<file path="config.mk">
export PLATFORM = sky130hd
export DESIGN_NAME = dart_game_sequencer_flat
export DESIGN_NICKNAME = d
export VERILOG_FILES = /design/src/rtl/dart_pkg.sv /design/src/rtl/dart_game_sequencer_if.sv /design/src/rtl/dart_turn_timer.sv /design/src/rtl/dart_game_sequencer.sv /design/src/flat_wrapper.sv
export SDC_FILE = /design/constraint.sdc
export NUM_CORES = 1
export LEC_CHECK = 0
export BUFFER_PORTS_ARGS = -buffer_cell sky130_fd_sc_hd__buf_2
export CORE_MARGIN = 2
export CORE_UTILIZATION = 35
export DETAILED_ROUTE_END_ITERATION = 7
export PLACE_DENSITY = 0.66
export SYNTH_ARGS = -nofsm -noshare
export SYNTH_HDL_FRONTEND = slang
export SYNTH_SLANG_ARGS = --single-unit
</file>
<file path="constraint.sdc">
create_clock -name clk -period 3.1 [get_ports clk]
set_input_delay 0.465 -clock clk [delete_from_list [all_inputs] [get_ports clk]]
set_output_delay 0.465 -clock clk [all_outputs]
set_load 0.03 [all_outputs]
</file>
<file path="src/rtl/dart_pkg.sv">
// -----------------------------------------------------------------------------
// dart_pkg
// Shared definitions for the dart game sequencer: FSM state encoding, the
// player-index width and the default game-shape constants.
// -----------------------------------------------------------------------------
package dart_pkg;

    // Width of a player index (score_player, player_id).
    localparam int unsigned PLAYER_W = 2;

    // Default game shape.
    localparam int unsigned DEF_NUM_PLAYERS     = 3;
    localparam int unsigned DEF_THROWS_PER_TURN = 5;
    localparam int unsigned DEF_NUM_ROUNDS      = 2;
    localparam int unsigned DEF_TIMEOUT_CYCLES  = 1000;

    typedef enum logic [2:0] {
        ST_IDLE       = 3'd0,
        ST_WAIT_THROW = 3'd1,
        ST_ISSUE      = 3'd2,
        ST_ADVANCE    = 3'd3,
        ST_DONE       = 3'd4
    } state_e;

endpackage

</file>
<file path="src/rtl/dart_game_sequencer_if.sv">
// -----------------------------------------------------------------------------
// dart_game_sequencer_if
// Score request handshake between the game sequencer (master) and the scoring
// datapath (slave).
//   score_valid   master->slave  request to add one throw
//   score_player  master->slave  player credited by the request
//   score_forfeit master->slave  request adds 0 points
//   score_ready   slave->master  request accepted when valid && ready
// -----------------------------------------------------------------------------
interface dart_game_sequencer_if;
    import dart_pkg::*;

    logic                score_valid;
    logic [PLAYER_W-1:0] score_player;
    logic                score_forfeit;
    logic                score_ready;

    modport master (
        output score_valid,
        output score_player,
        output score_forfeit,
        input  score_ready
    );

    modport slave (
        input  score_valid,
        input  score_player,
        input  score_forfeit,
        output score_ready
    );

endinterface

</file>
<file path="src/rtl/dart_turn_timer.sv">
// -----------------------------------------------------------------------------
// dart_turn_timer
// Idle-throw timer. Counts enabled cycles since the last clear; expired is
// high during the cycle in which TIMEOUT_CYCLES-1 cycles have already elapsed,
// i.e. the TIMEOUT_CYCLES-th enabled cycle after a clear.
//   clk      in  clock
//   reset_n  in  asynchronous active-low reset
//   clear    in  synchronous clear of the count
//   enable   in  count this cycle
//   expired  out timeout reached (qualified by enable)
// -----------------------------------------------------------------------------
module dart_turn_timer #(
    parameter int unsigned TIMEOUT_CYCLES = 1000
) (
    input  logic clk,
    input  logic reset_n,
    input  logic clear,
    input  logic enable,
    output logic expired
);

    localparam int unsigned CW = (TIMEOUT_CYCLES > 1) ? $clog2(TIMEOUT_CYCLES) : 1;

    logic [CW-1:0] cnt_q, cnt_d;

    assign expired = enable && (cnt_q == CW'(TIMEOUT_CYCLES - 1));

    always_comb begin
        cnt_d = cnt_q;
        if (clear) begin
            cnt_d = '0;
        end else if (enable && !expired) begin
            cnt_d = cnt_q + 1'b1;
        end
    end

    always_ff @(posedge clk or negedge reset_n) begin
        if (!reset_n) begin
            cnt_q <= '0;
        end else begin
            cnt_q <= cnt_d;
        end
    end

endmodule

</file>
<file path="src/rtl/dart_game_sequencer.sv">
// -----------------------------------------------------------------------------
// dart_game_sequencer
// Sequences a multi-player dart game: waits for the current player's throw
// button edge, issues one score request per throw over a valid/ready
// handshake, then advances throw / player / round counters until the game ends.
//
// Optional feature: define DART_TIMEOUT_EN to add a forfeit timer. A player who
// idles TIMEOUT_CYCLES cycles in WAIT_THROW gets a forfeit request
// (score_forfeit=1). Without the macro score_forfeit is tied to 0.
//
// Ports:
//   clk         in   clock, rising-edge
//   reset_n     in   asynchronous active-low reset
//   start       in   game start request (ignored while busy)
//   throw_btn   in   per-player throw button levels
//   score       if   score request handshake (master modport)
//   player_id   out  player whose turn it is
//   throw_idx   out  throws completed in current turn
//   round_idx   out  rounds completed
//   busy        out  high except in IDLE and DONE
//   game_over   out  high in DONE
// -----------------------------------------------------------------------------
module dart_game_sequencer
    import dart_pkg::*;
#(
    parameter int unsigned NUM_PLAYERS     = DEF_NUM_PLAYERS,
    parameter int unsigned THROWS_PER_TURN = DEF_THROWS_PER_TURN,
    parameter int unsigned NUM_ROUNDS      = DEF_NUM_ROUNDS,
    parameter int unsigned TIMEOUT_CYCLES  = DEF_TIMEOUT_CYCLES
) (
    input  logic                    clk,
    input  logic                    reset_n,
    input  logic                    start,
    input  logic [NUM_PLAYERS-1:0]  throw_btn,
    dart_game_sequencer_if.master   score,
    output logic [PLAYER_W-1:0]     player_id,
    output logic [2:0]              throw_idx,
    output logic [1:0]              round_idx,
    output logic                    busy,
    output logic                    game_over
);

    state_e                 state_q, state_d;
    logic [PLAYER_W-1:0]    player_q, player_d;
    logic [2:0]             throw_q, throw_d;
    logic [1:0]             round_q, round_d;
    logic [NUM_PLAYERS-1:0] btn_q;
    logic                   btn_edge;
    logic                   issue_req;

    // Rising edge of the current player's button only. btn_q tracks every
    // button every cycle, so presses outside WAIT_THROW or by other players
    // are absorbed rather than queued.
    always_comb begin
        btn_edge = 1'b0;
        for (int unsigned p = 0; p < NUM_PLAYERS; p++) begin
            if (player_q == PLAYER_W'(p)) begin
                btn_edge = throw_btn[p] & ~btn_q[p];
            end
        end
    end

`ifdef DART_TIMEOUT_EN
    logic timeout;
    logic forfeit_q;

    // Held in clear outside WAIT_THROW, so every entry starts from zero.
    dart_turn_timer #(
        .TIMEOUT_CYCLES(TIMEOUT_CYCLES)
    ) u_turn_timer (
        .clk     (clk),
        .reset_n (reset_n),
        .clear   (state_q != ST_WAIT_THROW),
        .enable  (state_q == ST_WAIT_THROW),
        .expired (timeout)
    );

    assign issue_req = btn_edge | timeout;

    // A coincident button edge wins over the timeout.
    always_ff @(posedge clk or negedge reset_n) begin
        if (!reset_n) begin
            forfeit_q <= 1'b0;
        end else if (state_q == ST_WAIT_THROW && issue_req) begin
            forfeit_q <= ~btn_edge;
        end else if (state_q == ST_ADVANCE) begin
            forfeit_q <= 1'b0;
        end
    end

    assign score.score_forfeit = forfeit_q;
`else
    assign issue_req           = btn_edge;
    assign score.score_forfeit = 1'b0;
`endif

    always_comb begin
        state_d  = state_q;
        player_d = player_q;
        throw_d  = throw_q;
        round_d  = round_q;
        unique case (state_q)
            ST_IDLE, ST_DONE: begin
                if (start) begin
                    state_d  = ST_WAIT_THROW;
                    player_d = '0;
                    throw_d  = '0;
                    round_d  = '0;
                end
            end
            ST_WAIT_THROW: begin
                if (issue_req) begin
                    state_d = ST_ISSUE;
                end
            end
            ST_ISSUE: begin
                if (score.score_ready) begin
                    state_d = ST_ADVANCE;
                end
            end
            ST_ADVANCE: begin
                state_d = ST_WAIT_THROW;
                if (throw_q == 3'(THROWS_PER_TURN - 1)) begin
                    throw_d = '0;
                    if (player_q == PLAYER_W'(NUM_PLAYERS - 1)) begin
                        player_d = '0;
                        round_d  = round_q + 1'b1;
                        if (round_q == 2'(NUM_ROUNDS - 1)) begin
                            state_d = ST_DONE;
                        end
                    end else begin
                        player_d = player_q + 1'b1;
                    end
                end else begin
                    throw_d = throw_q + 1'b1;
                end
            end
            default: begin
                state_d = ST_IDLE;
            end
        endcase
    end

    always_ff @(posedge clk or negedge reset_n) begin
        if (!reset_n) begin
            state_q  <= ST_IDLE;
            player_q <= '0;
            throw_q  <= '0;
            round_q  <= '0;
            btn_q    <= '0;
        end else begin
            state_q  <= state_d;
            player_q <= player_d;
            throw_q  <= throw_d;
            round_q  <= round_d;
            btn_q    <= throw_btn;
        end
    end

    assign score.score_valid  = (state_q == ST_ISSUE);
    assign score.score_player = player_q;
    assign player_id          = player_q;
    assign throw_idx          = throw_q;
    assign round_idx          = round_q;
    assign busy               = (state_q != ST_IDLE) && (state_q != ST_DONE);
    assign game_over          = (state_q == ST_DONE);

endmodule

</file>
<file path="src/flat_wrapper.sv">
// flat-port wrapper written by rule: the top's interface ports become plain ports
module dart_game_sequencer_flat import dart_pkg::*;
#(
    parameter int unsigned NUM_PLAYERS     = DEF_NUM_PLAYERS,
    parameter int unsigned THROWS_PER_TURN = DEF_THROWS_PER_TURN,
    parameter int unsigned NUM_ROUNDS      = DEF_NUM_ROUNDS,
    parameter int unsigned TIMEOUT_CYCLES  = DEF_TIMEOUT_CYCLES
)
  (clk, reset_n, start, throw_btn, player_id, throw_idx, round_idx, busy, game_over, score_score_valid, score_score_player, score_score_forfeit, score_score_ready);
  dart_game_sequencer_if score_i ();
  input  logic clk;
  input  logic reset_n;
  input  logic start;
  input  logic [NUM_PLAYERS-1:0] throw_btn;
  output logic [PLAYER_W-1:0] player_id;
  output logic [2:0] throw_idx;
  output logic [1:0] round_idx;
  output logic busy;
  output logic game_over;
  output wire logic [$bits(score_i.score_valid)-1:0] score_score_valid;
  output wire logic [$bits(score_i.score_player)-1:0] score_score_player;
  output wire logic [$bits(score_i.score_forfeit)-1:0] score_score_forfeit;
  input wire logic [$bits(score_i.score_ready)-1:0] score_score_ready;
  assign score_score_valid = score_i.score_valid;
  assign score_score_player = score_i.score_player;
  assign score_score_forfeit = score_i.score_forfeit;
  assign score_i.score_ready = score_score_ready;
  dart_game_sequencer #(.NUM_PLAYERS(NUM_PLAYERS), .THROWS_PER_TURN(THROWS_PER_TURN), .NUM_ROUNDS(NUM_ROUNDS), .TIMEOUT_CYCLES(TIMEOUT_CYCLES)) u_core (.clk(clk), .reset_n(reset_n), .start(start), .throw_btn(throw_btn), .score(score_i), .player_id(player_id), .throw_idx(throw_idx), .round_idx(round_idx), .busy(busy), .game_over(game_over));
endmodule
</file>
After elaboration in Yosys (flattened, before gate mapping)
Cells that the tools add are included.
Widths: inputs -> output; s select.
{"block": "op_classes", "add_sub_neg": 3, "eq_ne": 14, "mux": 20, "n_bitwise": 6, "n_reduce_logical": 10}
{"op": "$mux 3", "count": 8}
{"op": "$pmux 3 s4", "count": 1}
{"op": "$mux 2", "count": 5}
{"op": "$ne 2x1->1 const B", "count": 4}
{"op": "$pmux 2 s2", "count": 2}
{"op": "$eq 3x2->1 const B", "count": 2}
{"op": "$eq 3x3->1 const B", "count": 2}
{"op": "$pmux 3 s2", "count": 1}
{"op": "$reduce_and 3->1", "count": 2}
{"op": "$add 2x1->2 const B", "count": 2}
{"op": "$eq 2x1->1 const B", "count": 2}
{"op": "$reduce_and 4->1", "count": 1}
{"op": "$add 3x1->3 const B", "count": 1}
{"op": "$and 1x1->1", "count": 3}
{"op": "$eq 3x1->1 const B", "count": 1}
{"op": "$logic_not 3->1", "count": 1}
{"op": "$mux 1", "count": 3}
{"op": "$ne 3x3->1 const B", "count": 1}
{"op": "$not 1->1", "count": 3}
{"op": "$reduce_bool 3->1", "count": 1}
{"op": "$eq 2x2->1 const B", "count": 1}
{"op": "$logic_not 2->1", "count": 1}
{"op": "$ne 2x2->1 const B", "count": 1}
{"op": "$reduce_and 2->1", "count": 1}
{"op": "other kinds (3)", "count": 3}
{"block": "word_totals", "ff_bits": 13, "in_bits": 7, "output_inout_bits": 13}

Logic depth before layout (Yosys ltp)
Gate-level depths: netlist (run 1).
{"block": "logic_depth", "depth_word": 7, "depth_mapped": 5, "ltp_nobuf": 5}

Worst setup path before layout (run 1)
Ideal clock, no wire load.
{"block": "synth_timing", "path_kind": "flip-flop to output port", "start": "register u_core.state_q[0]", "end": "output game_over", "arrival_time_ns": 1.335, "path_slack_ns": 1.300, "path_stages_with_launch": 4, "path_buffers": 1, "path_cell_list": "dfrtp_1 buf_6 or2_2 nor2_1"}
{"block": "synth_via", "elab_chain_len": 1}
{"item": "from (decl)", "line_no": "dart_game_sequencer.sv:43", "text": "state_e state_q, state_d;"}
{"item": "from (signal assigned)", "line_no": "dart_game_sequencer.sv:152", "text": "state_q <= state_d;"}
{"item": "$eq 3x3->1", "line_no": "dart_game_sequencer.sv:166", "text": "assign game_over = (state_q == ST_DONE);"}
{"item": "to (decl)", "line_no": "flat_wrapper.sv:19", "text": "output logic game_over;"}
Every way passes these cells.

Final worst setup path (run 1)
Ends and elaborated chain as after synthesis.

==> results of run 1 <==
==> state kept, by name (all words and copies together), names as in the netlist <==
signal	flops
u_core.round_idx	2
u_core.player_id	2
u_core.state_q	3
u_core.throw_idx	3
u_core.btn_q	3
==> critical path, delay by kind of cell, from the launching register on <==
kind                   cells  cell delay (ns)
flip-flops                 1             0.49
buffers and inverters      1             0.22
AND/OR/NAND/NOR            2             0.47
==> kinds of logic (layout without fill, tap and decap cells) <==
family          after synthesis  after routing
fa+ha+maj                     3              3
mux                           6              6
other cells                   1              1
simple gates                 26             26
buf+inv                      11             28
compound gates                8              8
xor+xnor                      1              1
flops                        13             13
==> synth_stat cells (2+ instances only) <==
cell type | n | share of area (%)
buf_4 | 3 | 3.1
dfrtp_1 | 13 | 45
ha_1 | 3 | 5.2
inv_1 | 6 | 3.1
mux2_4 | 2 | 4.2
mux2i_1 | 4 | 5.6
nand2_1 | 5 | 2.6
nand3_1 | 3 | 2.1
nor2_1 | 4 | 2.1
nor3_1 | 2 | 1.4
nor4bb_1 | 2 | 2.8
o21ai_0 | 3 | 2.1
==> power by group <==
| group | total [W] | internal, W | switching [W] |
|---|---|---|---|
| Sequential | 0.000236 | 0.000195 | 0.0000407 |
| Combinational | 0.000221 | 0.0000901 | 0.000131 |
| Clock | 0.0000992 | 0.0000499 | 0.0000493 |
==> metal layers <==
metal | routed length, um | share of wire (%)
met1 | 602 | 47
met5 | 0 | 0
met3 | 81 | 6.3
met4 | 23 | 1.8
met2 | 578 | 45
==> cells in the final DEF (no fill, tap or decap), drive strengths merged, types with 2 or more instances in the layout <==
| cell type | n |
|---|---|
| nand3 | 3 |
| nor4bb | 2 |
| dfrtp | 13 |
| mux2i | 4 |
| o21ai | 3 |
| ha | 3 |
| nor2 | 4 |
| mux2 | 2 |
| buf | 18 |
| nor3 | 2 |
| clkbuf | 4 |
| inv | 6 |
| nand2 | 5 |
==> stage by stage <==
stage / setup slack, ns / instance area [um^2]
2_1_floorplan: 1.30 / 719
3_3_place_gp: 1.50 / 805
3_5_place_dp: 1.49 / 805
4_1_cts: 1.18 / 831
5_1_grt: 1.09 / 831
6_report: 1.20 / 831
==> worst max path at each step <==
stage | start | end | slack [ns] | depth (start not counted)
final | u_core.state_q[0] | game_over | 1.20 | 3
after detailed placement | start | u_core.player_id[0] | 1.49 | 4
after global placement | start | u_core.player_id[0] | 1.50 | 4
after CTS | u_core.state_q[0] | game_over | 1.18 | 3
after floorplan | u_core.state_q[0] | game_over | 1.30 | 3
after global routing | u_core.state_q[0] | game_over | 1.09 | 3
==> cell type report <==
| cell class | count | area [um^2] |
|---|---|---|
| Fill cell | 202 | 1110 |
| Multi-Input combinational cell | 45 | 333 |
| Sequential cell | 13 | 325 |
| Timing Repair Buffer | 18 | 90.1 |
| Tap cell | 27 | 33.8 |
| Clock buffer | 4 | 26.3 |
| Inverter | 6 | 22.5 |
==> impl_metrics.tcl, run 1 <==
set metrics [dict create \
    status "completed" \
    grt_pass1_vias 522 \
    grt_usage_pct 12.4 \
    slowest_delay_ns 0.49 \
    whs_ns 0.0649 \
    grt_pass1_wl_mm 2.19 \
    r2r-end "u_core.player_id[0]" \
    drt_iter0_drc 1 \
    met3_usage_pct 5.52 \
    ys_seq_elements 13 \
    hold_viol 0 \
    post-route-min-period_ns 1.90 \
    synthesis.area_um2 719 \
    fin_skew_ns 0.000882 \
    end_kind "output pin" \
    dp.cells 109 \
    drc_errors 0 \
    clk_latency_ns 0.27 \
    die_w_um 49.3 \
    synthMuxAreaShare_pct 9.74 \
    min_period_over_period_pct 61.4 \
    gr-usage-met1_pct 14.3 \
    grt_start_max_net_pins 14 \
    grt-ovfl-total 0 \
    ctsHoldBuffers 0 \
    postRouteAntennaNets 0 \
    rsz0062_at_grt "no" \
    num_io_pins 20 \
    path_class "flip-flop to output pin" \
    async_flop_share_pct 100 \
    core_area_um2 1940 \
    cts_setup_buffers 0 \
    synth_xor_xnor_area_share_pct 1.22 \
    fp-row-count 16 \
    arrival_ns 1.44 \
    synth_simple_gate_area_share_pct 21.7 \
    syn-num-nets 79 \
    dr.pass1.iters 2 \
    cp.required_ns 2.63 \
    layout-area-overhead-vs-synth_pct 15.5 \
    route.vias.total 540 \
    wl_per_cell_um 11.4 \
    ys_warn_count 0 \
    clkTransAtPathRegs_ns 0.07 \
    fin_nets 97 \
    p_leak_nw 0.404 \
    finalPower_w 0.000556 \
    antenna_found_initial 0 \
    met2_usage_pct 18.9 \
    r2r_slack_ns 1.50 \
    timing.rr.start "u_core.state_q[0]" \
    final_layout_size_suffix_gt1_share_pct 32.6 \
    clockBufferDepth 2 \
    root_buffer "clkbuf_4" \
    die_h_um 49.3 \
    via_per_inst 4.78 \
    p_per_area_nw_per_um2 670 \
    layout.cells.non_filler 113 \
    hpwl_um 956 \
    drt_wl_total_mm 1.29 \
    cp_cell_sequence "or2_2 > nor2_1 > buf_2" \
    synth_top_family_by_area "simple AND/OR/NAND/NOR gates" \
    synthAdderAreaFrac_pct 5.22 \
    cts_num_sinks 13 \
    start_kind "flip-flop" \
    ys.flop_type "dfrtp_1" \
    portBuffers 18 \
    drv_cap 0 \
    gp_congestion 0.734 \
    cts_buffers 3 \
    syn_avg_cell_area_um2 10.4 \
    yosysSeqAreaShare_pct 45.2 \
    slew_violations 0 \
    synth-compound-area-share_pct 7.83 \
    synth_cells 69 \
    synth_edf_count 0 \
    initial_utilization_pct 37.0 \
    antenna_cells 0 \
    min-delay-path-class "input pin to asynchronous set/reset pin" \
    grt_busiest_layer "met2" \
    ir_worst_vdd_uv 391 \
    synth.distinct_cells 31 \
    cp_max_fo 10 \
    r2r.worst_path.cells 3 \
    tns_ns 0 \
    fmax_mhz 526 \
    cts-resized-gates 0 \
    cts_tree "done" \
    finalSetupViolCount 0 \
    cpMaxStageDelayCell "dfrtp_1" \
    fin_util_pct 42.8 \
    die_area_um2 2430 \
    htree_levels 1 \
]
(Power assumes the default switching activity.)
==> run 2, diff against run 1 <==
==> constraint.sdc (replaced) <==
create_clock -name clk -period 1.95 [get_ports clk]
set_input_delay 0.2925 -clock clk [delete_from_list [all_inputs] [get_ports clk]]
set_output_delay 0.2925 -clock clk [all_outputs]
set_load 0.03 [all_outputs]
==> run 2 against run 1 <==
Combinational power is 63% higher; critical path depth stayed put; sequential cell count stayed put; total power is 61% higher; die area stayed put; setup slack worse by 0.97 ns; routed wire length is 3.0% higher; sequential share of layout area is 0.47 points lower; global-route usage hardly changed; largest power group unchanged.
==> impl_metrics.tcl, run 2 (synthesis gave the netlist of run 1 again) <==
set metrics [dict create \
    status "completed" \
    arrival_ns 1.43 \
    hp-start "throw_btn[2]" \
    ir_worst_vdd_uv 697 \
    final_cell_mix "18 x buf_2, 13 x dfrtp_1, 6 x inv_1, 5 x nand2_1" \
    cts_setup_buffers 0 \
    root_buffer "clkbuf_4" \
    min_period_over_period_pct 88.3 \
    gp_congestion 0.713 \
    fin_skew_ns 0.00663 \
    timing.rr.start "u_core.state_q[0]" \
    tns_ns 0 \
    fp-row-count 16 \
    pre_cts_slack_ns 0.377 \
    die_h_um 49.3 \
    cts-resized-gates 0 \
    clkTransAtPathRegs_ns 0.08 \
    whs_ns 0.141 \
    nFillCells 195 \
    cts_num_sinks 13 \
    post-route-min-period_ns 1.72 \
    drc_errors 0 \
    grt-ovfl-total 0 \
    via_per_inst 4.86 \
    route.vias.total 554 \
    drt_wl_total_mm 1.32 \
    dr.pass1.iters 4 \
    slew_violations 0 \
    antenna_cells 0 \
    fin_nets 98 \
    cp.required_ns 1.66 \
    path_class "flip-flop to output pin" \
    min-delay-path-class "input pin to flip-flop" \
    setup_ws_ns 0.229 \
    clockBufferDepth 2 \
    antenna_found_initial 0 \
    crit_start "u_core.state_q[0]" \
    final_common_cell "buf_2" \
    finalSetupViolCount 0 \
    hpwl_um 966 \
    cts_buffers 3 \
    portBuffers 18 \
    core_area_um2 1940 \
    htree_levels 1 \
    grt_usage_pct 12.4 \
    grt_pass1_wl_mm 2.31 \
    hold_viol 0 \
    p_per_area_nw_per_um2 1070 \
    postRouteAntennaNets 0 \
    start_kind "flip-flop" \
    cp_max_fo 10 \
    fmax_mhz 581 \
    cts_tree "done" \
    wl_per_cell_um 11.6 \
    final_layout_size_suffix_gt1_share_pct 32.2 \
    num_io_pins 20 \
    rsz0062_at_grt "no" \
    drv_cap 0 \
    die_area_um2 2430 \
    p_leak_nw 0.408 \
    initial_utilization_pct 37.0 \
    grt_start_max_net_pins 14 \
    layout-area-overhead-vs-synth_pct 16.9 \
    die_w_um 49.3 \
    grt_pass1_vias 523 \
    end_kind "output pin" \
    drt_iter0_drc 9 \
    clk_latency_ns 0.27 \
]
==> run 2: changes by cell type in the layout (fill, tap and decap cells not counted), sizes merged <==
cell         before  now
dlygate4sd3       0    1
==> run 2: layout make-up <==
| type | instances | area, um^2 | share of cell area [%] |
|---|---|---|---|
| multi-input combinational | 45 | 333 | 39.6 |
| sequential | 13 | 325 | 38.7 |
| timing repair buffer | 19 | 100 | 11.9 |
| tap | 27 | 33.8 | 4.02 |
| clock buffer | 4 | 26.3 | 3.13 |
| inverter | 6 | 22.5 | 2.68 |
==> run 2: report_power, final <==
part | switching (W) | internal, W
Clock | 0.0000839 | 0.0000792
Sequential | 0.0000630 | 0.000310
Combinational | 0.000216 | 0.000145
Total | 0.000363 | 0.000534
==> run 2: worst paths after layout <==
path	slack, ns	depth (start not counted)	end
worst max-delay path	0.23	3	game_over
worst min-delay path	0.14	1	u_core.btn_q[2]
worst max register to register	0.35	3	u_core.player_id[0]
worst min register to register	0.52	1	u_core.round_idx[0]
max in group asynchronous	1.29	2	u_core.throw_idx[1]
min in group asynchronous	0.43	2	u_core.state_q[1]
==> run 2: worst max-delay path, cell delays in order, from the launching register on <==
cell,delay [ns]
dfrtp_1,0.48
or2_2,0.34
nor2_1,0.12
buf_2,0.21
==> run 2: timing repair <==
| action | CTS | global route |
|---|---|---|
| hold buffers | 1 | 0 |
| hold endpoints to repair | 13 | 0 |
| setup endpoints to repair | 0 | 0 |
==> run 2: per-stage QoR <==
| step | instances | area [um^2] | power, W | utilization (%) |
|---|---|---|---|---|
| 2_1_floorplan | 69 | 719 | 0.000675 | - |
| 5_1_grt | 114 | 841 | 0.000960 | 43.3 |
| 3_3_place_gp | 109 | 805 | 0.000726 | 41.4 |
| 4_1_cts | 114 | 841 | 0.000905 | 43.3 |
| 3_5_place_dp | 109 | 805 | 0.000735 | 41.4 |
| 6_report | 114 | 841 | 0.000897 | 43.3 |
==> run 2: metal layers <==
layer,wire (um),vias to the layer above,part of all wire (%),global-route usage [%]
met3,84,0,6.3,5.21
li1,-,275,-,-
met1,630,262,48,16.1
met4,0,0,0,1.43
met5,0,-,0,0
met2,609,17,46,19.8
==> run 3, diff against run 2 <==
--- a/config.mk
+++ b/config.mk
@@ -5,11 +5,14 @@
 export SDC_FILE = /design/constraint.sdc
 export NUM_CORES = 1
 export LEC_CHECK = 0
-export BUFFER_PORTS_ARGS = -buffer_cell sky130_fd_sc_hd__buf_2
+export CELL_PAD_IN_SITES_DETAIL_PLACEMENT = 1
+export CELL_PAD_IN_SITES_GLOBAL_PLACEMENT = 2
 export CORE_MARGIN = 2
 export CORE_UTILIZATION = 35
 export DETAILED_ROUTE_END_ITERATION = 7
-export PLACE_DENSITY = 0.66
+export DONT_BUFFER_PORTS = 1
+export PLACE_DENSITY = 0.81
 export SYNTH_ARGS = -nofsm -noshare
 export SYNTH_HDL_FRONTEND = slang
+export SYNTH_HIERARCHICAL = 1
 export SYNTH_SLANG_ARGS = --single-unit
==> run 3 against run 2 <==
Setup slack better by 0.0082 ns; register-to-register slack hardly changed; sequential cell count unchanged; final area shrank 7.4%; clock-buffer cell count stayed put; worst hold slack lost 0.11 ns; total power fell by 1.2%; first-iteration DRC count down 22%; utilization shrank 4.0 points; synthesized cell count grew 4.3%; combinational power decreased by 20%.
==> impl_metrics.tcl, run 3 <==
set metrics [dict create \
    synth_area_leaders "dfrtp_1 44%, ha_1 5.0%, buf_4 4.0%" \
    post-route-min-period_ns 1.71 \
    synthMuxAreaShare_pct 4.70 \
    slew_violations 0 \
    yosys-top-cells-count "13 x dfrtp_1, 6 x inv_1, 4 x buf_4, 4 x nand3_1" \
    final_common_cell "dfrtp_1" \
    die_w_um 50.2 \
    fin_skew_ns 0.00855 \
    drt_iter0_drc 7 \
    fin_nets 84 \
    antenna_cells 0 \
    pre_cts_slack_ns 0.393 \
    cp_cell_sequence "nand2b_1 > nor2_1" \
    cts_buffers 3 \
    p_clk_share_pct 20.5 \
    route.vias.total 531 \
    grt_pass1_wl_mm 2.57 \
    fp-row-count 16 \
    multi_input_area_um2 345 \
    p_per_area_nw_per_um2 1140 \
    path_class "flip-flop to output pin" \
    synth_most_common_cell "dfrtp_1" \
    grt_start_max_net_pins 14 \
    seq_power_share_pct 46.9 \
    status "completed" \
    synth_simple_gate_area_share_pct 24.0 \
    synth_edf_count 0 \
    core_area_um2 1980 \
    synth_cells 72 \
    synth_xor_xnor_area_share_pct 1.17 \
    slowest_delay_ns 0.53 \
    worst_pin_slew_ns 0.606 \
    met3_usage_pct 4.17 \
    fin_util_pct 39.3 \
    sw_frac_of_total_pct 44.2 \
    gp_congestion 0.705 \
    place_area_um2 742 \
    p_int_w 0.000494 \
    synth_top_family_by_area "simple AND/OR/NAND/NOR gates" \
    comb_power_share_pct 32.6 \
    via_per_inst 5.31 \
    drc_errors 0 \
    finalSetupViolCount 0 \
    grt_pass1_vias 537 \
    antenna_found_initial 0 \
    max-slew-margin-rel_pct 59.5 \
    min_period_over_period_pct 87.9 \
    syn-num-nets 82 \
    p_leak_nw 0.359 \
    postRouteAntennaNets 0 \
    cts_setup_buffers 0 \
    gr-usage-met1_pct 17.7 \
    cp.required_ns 1.66 \
    met2_usage_pct 20.2 \
    end_kind "output pin" \
    nFillCells 222 \
    ir_worst_vdd_uv 440 \
    ys.flop_type "dfrtp_1" \
    syn_avg_cell_area_um2 10.4 \
    die_h_um 50.2 \
    cp_max_fo 9 \
    cts_tree "done" \
    ctsHoldBuffers 1 \
    rsz0062_at_grt "no" \
    synthesis.area_um2 746 \
    setup_ws_ns 0.237 \
    async_flop_share_pct 100 \
    start_kind "flip-flop" \
    arrival_ns 1.42 \
    initial_utilization_pct 37.6 \
    final_cell_mix "13 x dfrtp_1, 6 x inv_1, 4 x nand3_1" \
    cpMaxStageDelayCell "dfrtp_1" \
    htree_levels 1 \
    ys_warn_count 6 \
    portBuffers 0 \
    grt_busiest_layer "met2" \
    clockBufferDepth 2 \
    synth.distinct_cells 33 \
    dr.pass1.iters 4 \
    yosys.area.top_type_share_pct 43.6 \
    power_switching_w 0.000392 \
    grt_usage_pct 14.0 \
    ys_seq_elements 13 \
    hpwl_mm 1.15 \
    clk_latency_ns 0.29 \
    wl_per_cell_um 15.5 \
    min-delay-path-class "input pin to flip-flop" \
    final_layout_size_suffix_gt1_share_pct 11.0 \
    drt_wl_total_mm 1.55 \
    cts_num_sinks 13 \
    layout-area-overhead-vs-synth_pct 4.36 \
    synth-compound-area-share_pct 10.9 \
    fmax_mhz 584 \
    drv_cap 0 \
    whs_ns 0.0278 \
    die_area_um2 2520 \
    final_cell_area_um2 778 \
    synthAdderAreaFrac_pct 5.03 \
    clkTransAtPathRegs_ns 0.08 \
    grt-ovfl-total 0 \
    yosysSeqAreaShare_pct 43.6 \
    hold_viol 0 \
    netlist.top_cell.by_area "dfrtp_1" \
    tns_ns 0 \
    num_io_pins 20 \
    cts-resized-gates 0 \
    layout.area.seq_um2 325 \
    root_buffer "clkbuf_4" \
]
-- run 3: changes by cell type after synthesis, sizes merged, moves of 2 or more --
cell	delta
nand2	-2
nor3b	+2
a21o	+2
mux2i	-2
o31ai	+2
-- run 3: cell type report --
type,count,area share [%]
multi-input combinational,47,44.4
sequential,13,41.8
timing repair buffer,3,3.22
tap,27,4.34
inverter,6,2.89
clock buffer,4,3.38
-- run 3: cells by family after synthesis --
group | Yosys count
DFF | 13
adders and majority gates | 3
muxes | 3
and+or+nand+nor | 27
buffers and inverters | 12
other | 1
AOI/OAI and AO/OA | 12
xor gates and xnor gates | 1
-- run 3: worst paths after layout --
| kind | start | end | slack, ns | cells after the start |
|---|---|---|---|---|
| min in group asynchronous | reset_n | u_core/throw_idx[1] | 0.44 | 1 |
| worst max register to register | u_core/throw_idx[0] | u_core/player_id[0] | 0.36 | 5 |
| worst min register to register | u_core/state_q[2] | u_core/state_q[1] | 0.54 | 1 |
| worst max-delay path | u_core/state_q[1] | score_score_valid | 0.24 | 2 |
| worst min-delay path | throw_btn[2] | u_core/btn_q[2] | 0.03 | 0 |
| max in group asynchronous | reset_n | u_core/btn_q[0] | 1.11 | 1 |
-- run 3: power groups by stage --
stage               Clock, W  Combinational, W  Sequential, W
floorplan                  0          0.000331       0.000366
detailed placement         0          0.000284       0.000421
CTS                 0.000187          0.000292       0.000417
global route        0.000202          0.000316       0.000427
finish              0.000181          0.000289       0.000416
global placement           0          0.000276       0.000420
-- run 3: through the flow --
stage	std cells	power, W
after CTS	100	0.000896
after global routing	100	0.000946
after global placement	95	0.000696
after detailed placement	95	0.000705
final	100	0.000886
after floorplan	72	0.000697
-- run 3: routing by layer --
layer,wire (um),vias up
met4,42,0
met2,678,15
li1,-,253
met3,61,5
met5,0,-
met1,767,258
-- run 3: worst max-delay path: cells and delay by family, from the launching register on --
family,cells,cell delay [ns]
and+or+nand+nor,2,0.60
DFF,1,0.53
